--- src/rtl/oric_ram_pkg.sv ---
// Shared types for the Oric RAM arbiter.
//   state_e     : access sequencer states
//   owner_e     : which requester owns the current SRAM access
//   dma_entry_t : one queued loader write {addr, data}
package oric_ram_pkg;

  localparam int unsigned DMA_FIFO_DEPTH = 4;

  typedef enum logic [1:0] {
    StIdle,
    StSetup,
    StWait,
    StDone
  } state_e;

  typedef enum logic [1:0] {
    OwnNone,
    OwnVid,
    OwnCpu,
    OwnDma
  } owner_e;

  typedef struct packed {
    logic [15:0] addr;
    logic [7:0]  data;
  } dma_entry_t;

endpackage

--- src/rtl/ram_dma_fifo.sv ---
// DMA write queue for the RAM arbiter (only instantiated when RAM_ARB_DMA_EN is defined).
//   clk_i, rst_ni : clock, async active-low reset (flushes the queue)
//   push_i/data_i : enqueue one entry (ignored when full)
//   pop_i         : drop the head entry (ignored when empty)
//   head_o        : oldest entry
//   empty_o/full_o: occupancy flags
module ram_dma_fifo
  import oric_ram_pkg::*;
(
  input  logic       clk_i,
  input  logic       rst_ni,
  input  logic       push_i,
  input  dma_entry_t data_i,
  input  logic       pop_i,
  output dma_entry_t head_o,
  output logic       empty_o,
  output logic       full_o
);

  localparam int unsigned   PtrW  = $clog2(DMA_FIFO_DEPTH);
  localparam logic [PtrW:0] Depth = (PtrW + 1)'(DMA_FIFO_DEPTH);

  dma_entry_t      mem_q [DMA_FIFO_DEPTH];
  logic [PtrW-1:0] wr_ptr_q, rd_ptr_q;
  logic [PtrW:0]   cnt_q;
  logic            do_push, do_pop;

  assign full_o  = (cnt_q == Depth);
  assign empty_o = (cnt_q == '0);
  // A push while full is refused even if the head pops in the same cycle.
  assign do_push = push_i & ~full_o;
  assign do_pop  = pop_i & ~empty_o;
  assign head_o  = mem_q[rd_ptr_q];

  // Pointers wrap naturally because the depth is a power of two.
  always_ff @(posedge clk_i or negedge rst_ni) begin
    if (!rst_ni) begin
      wr_ptr_q <= '0;
      rd_ptr_q <= '0;
      cnt_q    <= '0;
    end else begin
      if (do_push) wr_ptr_q <= wr_ptr_q + 1'b1;
      if (do_pop)  rd_ptr_q <= rd_ptr_q + 1'b1;
      unique case ({do_push, do_pop})
        2'b10:   cnt_q <= cnt_q + 1'b1;
        2'b01:   cnt_q <= cnt_q - 1'b1;
        default: cnt_q <= cnt_q;
      endcase
    end
  end

  always_ff @(posedge clk_i) begin
    if (do_push) mem_q[wr_ptr_q] <= data_i;
  end

endmodule

--- src/rtl/ram_arbiter.sv ---
// Shared SRAM arbiter: ULA video fetch, CPU access and (optional) loader DMA writes.
// Each access runs IDLE -> SETUP -> WAIT (RAM_LAT cycles) -> DONE; the ack pulses in DONE.
// Build option: define RAM_ARB_DMA_EN to include the DMA queue, starvation boost and DMA
// grant; otherwise dma_ack/dma_busy are tied low and DMA inputs are ignored.
// Ports:
//   CLK_IN, RESETn            : clock, async active-low reset
//   phi2                      : 1 = CPU slot, 0 = video slot
//   vid_req/addr, vid_ack/q   : video read port
//   cpu_req/we/addr/d, cpu_ack/q : CPU read/write port
//   dma_req/addr/d, dma_ack   : DMA write push; dma_busy = work pending or in flight
//   ram_ad/d/q, ram_cs/oe/we  : SRAM pins, active-high strobes
module ram_arbiter
  import oric_ram_pkg::*;
#(
  parameter int unsigned RAM_LAT    = 1,
  parameter int unsigned STARVE_MAX = 255
) (
  input  logic        CLK_IN,
  input  logic        RESETn,
  input  logic        phi2,
  input  logic        vid_req,
  input  logic [15:0] vid_addr,
  output logic        vid_ack,
  output logic [7:0]  vid_q,
  input  logic        cpu_req,
  input  logic        cpu_we,
  input  logic [15:0] cpu_addr,
  input  logic [7:0]  cpu_d,
  output logic        cpu_ack,
  output logic [7:0]  cpu_q,
  input  logic        dma_req,
  input  logic [15:0] dma_addr,
  input  logic [7:0]  dma_d,
  output logic        dma_ack,
  output logic        dma_busy,
  output logic [15:0] ram_ad,
  output logic [7:0]  ram_d,
  input  logic [7:0]  ram_q,
  output logic        ram_cs,
  output logic        ram_oe,
  output logic        ram_we
);

  localparam logic [1:0] LatLast   = 2'(RAM_LAT - 1);
  localparam logic [7:0] StarveMax = 8'(STARVE_MAX);

  state_e      state_q, state_d;
  owner_e      owner_q, grant;
  logic [1:0]  lat_q, lat_d;
  logic        wr_q;
  logic [15:0] ad_q;
  logic [7:0]  wd_q;
  logic [7:0]  vid_data_q, cpu_data_q;
  logic        in_done, dma_pop, boost, fifo_empty;
  dma_entry_t  fifo_head;

  // Grant priority, evaluated only in IDLE.
  always_comb begin
    grant = OwnNone;
    if (!phi2 && vid_req)                grant = OwnVid;
    else if (phi2 && cpu_req && !boost)  grant = OwnCpu;
    else if (!fifo_empty)                grant = OwnDma;
  end

  always_comb begin
    state_d = state_q;
    lat_d   = lat_q;
    unique case (state_q)
      StIdle:  if (grant != OwnNone) state_d = StSetup;
      StSetup: begin
        state_d = StWait;
        lat_d   = '0;
      end
      StWait: begin
        if (lat_q == LatLast) state_d = StDone;
        else                  lat_d   = lat_q + 2'd1;
      end
      StDone:  state_d = StIdle;
      default: state_d = StIdle;
    endcase
  end

  always_ff @(posedge CLK_IN or negedge RESETn) begin
    if (!RESETn) begin
      state_q    <= StIdle;
      owner_q    <= OwnNone;
      lat_q      <= '0;
      wr_q       <= 1'b0;
      ad_q       <= '0;
      wd_q       <= '0;
      vid_data_q <= '0;
      cpu_data_q <= '0;
    end else begin
      state_q <= state_d;
      lat_q   <= lat_d;
      // Address/data latch only on grant, so they hold through SETUP..DONE.
      if (state_q == StIdle && grant != OwnNone) begin
        owner_q <= grant;
        case (grant)
          OwnVid: begin
            ad_q <= vid_addr;
            wd_q <= '0;
            wr_q <= 1'b0;
          end
          OwnCpu: begin
            ad_q <= cpu_addr;
            wd_q <= cpu_d;
            wr_q <= cpu_we;
          end
          default: begin
            ad_q <= fifo_head.addr;
            wd_q <= fifo_head.data;
            wr_q <= 1'b1;
          end
        endcase
      end
      if (vid_ack)          vid_data_q <= ram_q;
      if (cpu_ack && !wr_q) cpu_data_q <= ram_q;
    end
  end

  assign in_done = (state_q == StDone);
  assign vid_ack = in_done & (owner_q == OwnVid);
  assign cpu_ack = in_done & (owner_q == OwnCpu);
  assign dma_pop = in_done & (owner_q == OwnDma);

  // Read data is passed through during the ack cycle and held afterwards.
  assign vid_q = vid_ack ? ram_q : vid_data_q;
  assign cpu_q = (cpu_ack && !wr_q) ? ram_q : cpu_data_q;

  assign ram_ad = ad_q;
  assign ram_d  = wd_q;
  assign ram_cs = (state_q != StIdle);
  assign ram_oe = ram_cs & ~wr_q;
  assign ram_we = wr_q & ((state_q == StSetup) | (state_q == StWait));

`ifdef RAM_ARB_DMA_EN
  logic       fifo_full;
  logic       dma_active;
  logic       dma_grant;
  logic [7:0] wait_q;
  dma_entry_t push_entry;

  assign push_entry = '{addr: dma_addr, data: dma_d};
  // Gated by RESETn so every output reads 0 while reset is held.
  assign dma_ack    = dma_req & ~fifo_full & RESETn;

  ram_dma_fifo u_dma_fifo (
    .clk_i   (CLK_IN),
    .rst_ni  (RESETn),
    .push_i  (dma_ack),
    .data_i  (push_entry),
    .pop_i   (dma_pop),
    .head_o  (fifo_head),
    .empty_o (fifo_empty),
    .full_o  (fifo_full)
  );

  assign dma_active = (owner_q == OwnDma) & (state_q != StIdle);
  assign dma_grant  = (state_q == StIdle) & (grant == OwnDma);
  assign dma_busy   = ~fifo_empty | dma_active;
  assign boost      = (wait_q == StarveMax);

  // Starvation counter: counts cycles DMA has work queued but does not own the RAM.
  always_ff @(posedge CLK_IN or negedge RESETn) begin
    if (!RESETn) begin
      wait_q <= '0;
    end else if (dma_grant) begin
      wait_q <= '0;
    end else if (!fifo_empty && !dma_active && wait_q != StarveMax) begin
      wait_q <= wait_q + 8'd1;
    end
  end
`else
  logic unused_dma;
  assign unused_dma = ^{dma_req, dma_addr, dma_d, dma_pop, StarveMax};
  assign fifo_empty = 1'b1;
  assign fifo_head  = '0;
  assign dma_ack    = 1'b0;
  assign dma_busy   = 1'b0;
  assign boost      = 1'b0;
`endif

endmodule

--- config.mk ---
export PLATFORM = sky130hd
export DESIGN_NAME = ram_arbiter
export DESIGN_NICKNAME = d
export VERILOG_FILES = /design/src/rtl/oric_ram_pkg.sv /design/src/rtl/ram_dma_fifo.sv /design/src/rtl/ram_arbiter.sv
export SDC_FILE = /design/constraint.sdc
export NUM_CORES = 1
export LEC_CHECK = 0
export CORE_ASPECT_RATIO = 0.5
export CORE_MARGIN = 2
export CORE_UTILIZATION = 33
export DETAILED_ROUTE_END_ITERATION = 10
export PLACE_DENSITY_LB_ADDON = 0.05
export SYNTH_ARGS = -nofsm -noshare
export SYNTH_HDL_FRONTEND = slang
export SYNTH_HIERARCHICAL = 1
export SYNTH_SLANG_ARGS = --single-unit
--- constraint.sdc ---
create_clock -name CLK_IN -period 1.6 [get_ports CLK_IN]
set_input_delay 0.32 -clock CLK_IN [delete_from_list [all_inputs] [get_ports CLK_IN]]
set_output_delay 0.32 -clock CLK_IN [all_outputs]
set_load 0.01 [all_outputs]
Word level (Yosys, flattened, before mapping)
Cells that the tools add are included.

cells by class
  add/sub/neg operators = 1
  eq/ne operators = 10
  multiplexer cells = 12
  bitwise gates (word level) = 6
  reduce and logical (&&, ||, !) cells = 13

operators by type and width
  operator                                                          number
  16-bit one-hot mux with 2 select lines                            1
  8-bit two-way mux                                                 3
  2-bit two-way mux                                                 5
  2-bit == test (second input constant)                             4
  2-bit one-hot mux with 4 select lines                             1
  2-bit by 1-bit == test with 1-bit output (second input constant)  3
  2-bit inequality test (second input constant)                     3
  2-bit nonzero test                                                3
  1-bit AND                                                         4
  1-bit logical AND                                                 4
  2-bit logical NOT                                                 2
  2-bit one-hot mux with 2 select lines                             1
  2-bit AND reduction                                               2
  2-bit by 1-bit adder with 2-bit output (second input constant)    1
  1-bit logical NOT                                                 2
  1-bit one-hot mux with 2 select lines                             1
  1-bit inverter                                                    1
  1-bit bitwise OR                                                  1

word-level totals
  register bits = 47
  bits of input ports = 79
  output and inout bits = 47
  logic and storage cells = 50

Logic depth before layout (Yosys ltp)
  depth after elaboration = 6
  gate-level depth with buffers = 5
  mapped depth without buffers = 5

Worst setup path after synthesis
Ideal clock, no wire load.

  path kind = reg-to-output
  start = register state_q[0]
  end = output cpu_q[0]
  arrival = 1.391 ns
  setup slack = -0.111 ns
  stages on the path, launching flop included = 5
  path buffers = 0
  path through = dfrtp_1 -> ha_1 -> nand2_1 -> nor3_2 -> mux2_2

between the ends
  word-level cells in the longest chain between the ends = 4

RTL lines
  element                   RTL line            RTL
  start: declaration        ram_arbiter.sv:47   state_e state_q, state_d;
  start signal: assignment  ram_arbiter.sv:85   state_q <= StIdle;
  start signal: assignment  ram_arbiter.sv:94   state_q <= state_d;
  2-bit == test             ram_arbiter.sv:122  assign in_done = (state_q == StDone);
  1-bit AND                 ram_arbiter.sv:124  assign cpu_ack = in_done & (owner_q == OwnCpu);
  1-bit logical AND         ram_arbiter.sv:129  assign cpu_q = (cpu_ack && !wr_q) ? ram_q : cpu_data_q;
  8-bit two-way mux         -
  end: declaration          ram_arbiter.sv:30   output logic [7:0] cpu_q,

No other way between the ends.

Worst setup path after layout
  start = register state_q[0]
  end = output cpu_q[4]

Same word-level chain as after synthesis.

==> impl_metrics.env <==
export IMPL_status="complete, but fails checks"
export IMPL_violations="negative setup slack"
export IMPL_wl_um=5510
export IMPL_cts_root_buf="clkbuf_16"
export IMPL_rsz0062_at_grt="yes"
export IMPL_ys_ff_latch=47
export IMPL_p_per_area_nw_per_um2=1910
export IMPL_yosysWarnings=6
export IMPL_p_leak_nw=1.58
export IMPL_hold_viol_final=0
export IMPL_syn_to_final_growth_pct=78.4
export IMPL_clkTransAtPathRegs_ns=0.06
export IMPL_post_drt_wl_per_cell_um=15.9
export IMPL_dieArea_um2=6680
export IMPL_antenna_cells=0
export IMPL_r2r_cells=7
export IMPL_slew_headroom_pct=65.9
export IMPL_grt_start_max_net_pins=24
export IMPL_synth_edf_count=0
export IMPL_clkSinkCount=47
export IMPL_cp_end_kind="output port"
export IMPL_drc_errors=0
export IMPL_htreeDepth=2
export IMPL_drt_pass1_iterations=4
export IMPL_worst_hold_slack_ns=0.000725
export IMPL_fp_coreArea_um2=5630
export IMPL_ir_drop_mv=1.06
export IMPL_io_buffers=98
export IMPL_drt_initial_drc_count=56
export IMPL_clk_insertion_delay_late_ns=0.29
export IMPL_rr_endpoint="state_q[1]"
export IMPL_mostFrequentLayoutCells="clkdlybuf4s50_1, dfrtp_1, buf_6, buf_4, mux2_4"
export IMPL_grt_antenna_before_repair=0
export IMPL_path_max_fanout=8
export IMPL_seq_area_frac_synth_pct=59.3
export IMPL_reg2reg_from="state_q[0]"
export IMPL_final_layout_size_suffix_gt1_share_pct=30.4
export IMPL_max_cap_violations=0
export IMPL_numCtsBuffers=5
export IMPL_finClkSkew_ns=0.00504
export IMPL_slew_viol_final=0
export IMPL_die_h_um=58.8
export IMPL_initial_utilization_pct=35.2
export IMPL_timing_fmax_ghz=0.498
export IMPL_cts_tree="built"
export IMPL_hp_class="primary input to asynchronous set/reset pin"
export IMPL_syn_avg_cell_area_um2=13.2
export IMPL_synth_distinct_cells=27
export IMPL_dpl_hpwl_um=4010
export IMPL_vias=1663
export IMPL_syn_area_um2=1980
export IMPL_postPlaceCellArea_um2=3220
export IMPL_ys_flop_type="dfrtp_1"
export IMPL_regToRegSetupSlack_ns=0.04
export IMPL_grt_use_total_pct=17.5
export IMPL_worst_slew_pin_slew_ns=0.512
export IMPL_grt_pass1_wl_um=8760
export IMPL_setup_ws_ns=-0.409
export IMPL_fp_dieW_um=114
export IMPL_cts_path_max_buffers=2
export IMPL_final_area_um2=3540
export IMPL_layout_commonest_cell="clkdlybuf4s50_1"
export IMPL_final_period_utilization_pct=126
export IMPL_setup_worst_path_class="flip-flop to output port"
export IMPL_io_pin_count=126
export IMPL_finalCriticalPeriod_ns=2.01
export IMPL_gp_congestion=0.712
export IMPL_cp_start_kind="flip-flop"
export IMPL_final_nets=356
export IMPL_grt_overflow_total=0
export IMPL_postSynth_asyncResetShare_pct=100
export IMPL_arrival_ns=1.69
export IMPL_cp_data_required_time_ns=1.28
export IMPL_grt_pass1_vias=1757
export IMPL_synthCells=150
export IMPL_finalSetupViolations=18
export IMPL_final_fill_count=466
export IMPL_via_per_inst=4.81
export IMPL_rows=19
export IMPL_drt_antenna_violating_nets=0
==> critical path, stage by stage, from the launching register on <==
cell	delay, ns
dfrtp_1	0.35
ha_2	0.21
nand2_2	0.07
nor3_4	0.15
buf_12	0.16
mux2_4	0.32
buf_6	0.12
==> metal layers <==
metal	GRT usage [%]	vias to the layer above	wire length (um)
met5	0	-	0
met4	5.75	0	73
met3	6.18	6	363
met2	28.2	49	2550
met1	22.3	808	2520
li1	-	800	-
==> worst max-delay path by stage <==
stage | cells past startpoint | end | startpoint | slack (ns)
floorplan | 4 | cpu_q[0] | state_q[0] | -0.02
global placement | 6 | cpu_q[7] | state_q[0] | -0.46
detailed placement | 6 | cpu_q[4] | state_q[0] | -0.50
CTS | 6 | cpu_q[4] | state_q[0] | -0.47
global route | 6 | cpu_q[4] | state_q[1] | -0.49
finish | 6 | cpu_q[4] | state_q[0] | -0.41
==> kinds of logic after synthesis <==
| kind of cell | Yosys count | synth area share [%] |
|---|---|---|
| AO/OA/AOI/OAI | 48 | 19.6 |
| flip-flops | 47 | 59.3 |
| buffers and inverters | 18 | 4.10 |
| multiplexers | 17 | 9.65 |
| AND/OR/NAND/NOR | 14 | 4.04 |
| adder cells (fa/ha/maj) | 5 | 3.15 |
| other | 1 | 0.189 |
==> cells in the mapped netlist (all sizes together) (2+ instances only) <==
cell type	number	area, um^2
dfrtp	47	1180
nand2	2	7.51
clkbuf	3	11.3
inv	8	30.0
a22o	9	78.8
nor2	2	7.51
o21ai	4	23.8
buf	7	40.0
and2	2	12.5
ha	5	62.6
a22oi	16	120
nand3	2	10.0
o2bb2ai	16	140
nand2b	2	12.5
mux2	17	191
==> final cells by class <==
type / count / area, um^2 / area share [%]
Timing Repair Buffer: 124 / 1220 / 34.5
Inverter: 8 / 37.5 / 1.06
Tap cell: 73 / 91.3 / 2.58
Clock inverter: 2 / 60.1 / 1.70
Clock buffer: 6 / 129 / 3.64
Multi-Input combinational cell: 86 / 822 / 23.2
Sequential cell: 47 / 1180 / 33.3
==> through the flow <==
| step | setup TNS, ns | setup WS, ns | power (mW) | cells | util, % |
|---|---|---|---|---|---|
| 2_1_floorplan | -0.158 | -0.0197 | 3.24 | 151 | - |
| 3_3_place_gp | -9.25 | -0.458 | 5.04 | 334 | 57.2 |
| 3_5_place_dp | -10.55 | -0.497 | 5.09 | 334 | 57.2 |
| 4_1_cts | -7.08 | -0.466 | 6.84 | 345 | 63.1 |
| 5_1_grt | -7.56 | -0.487 | 7.15 | 346 | 62.8 |
| 6_report | -6.17 | -0.409 | 6.75 | 346 | 62.8 |
==> registers in the layout, indices dropped and copies added (netlist names) <==
register,count
vid_data_q,8
owner_q,2
ram_d,8
ram_ad,16
cpu_data_q,8
lat_q,2
wr_q,1
state_q,2
==> power by group <==
part | internal (mW) | leakage (nW) | switching, mW | total [mW]
registers | 1.74 | 0.580 | 0.270 | 2.01
clock network | 0.896 | 0.0911 | 0.437 | 1.33
logic | 2.08 | 0.907 | 1.33 | 3.41
==> timing repair <==
| action | 4_1_cts | 5_1_grt |
|---|---|---|
| hold buffers | 0 | 0 |
| buffers inserted | 2 | 3 |
| setup endpoints to repair | 31 | 20 |
| pin swaps | 4 | 1 |
| gates resized for setup | 127 | 6 |
| cloned | 1 | 0 |
Note: power is estimated with default switching activity, not from simulation.
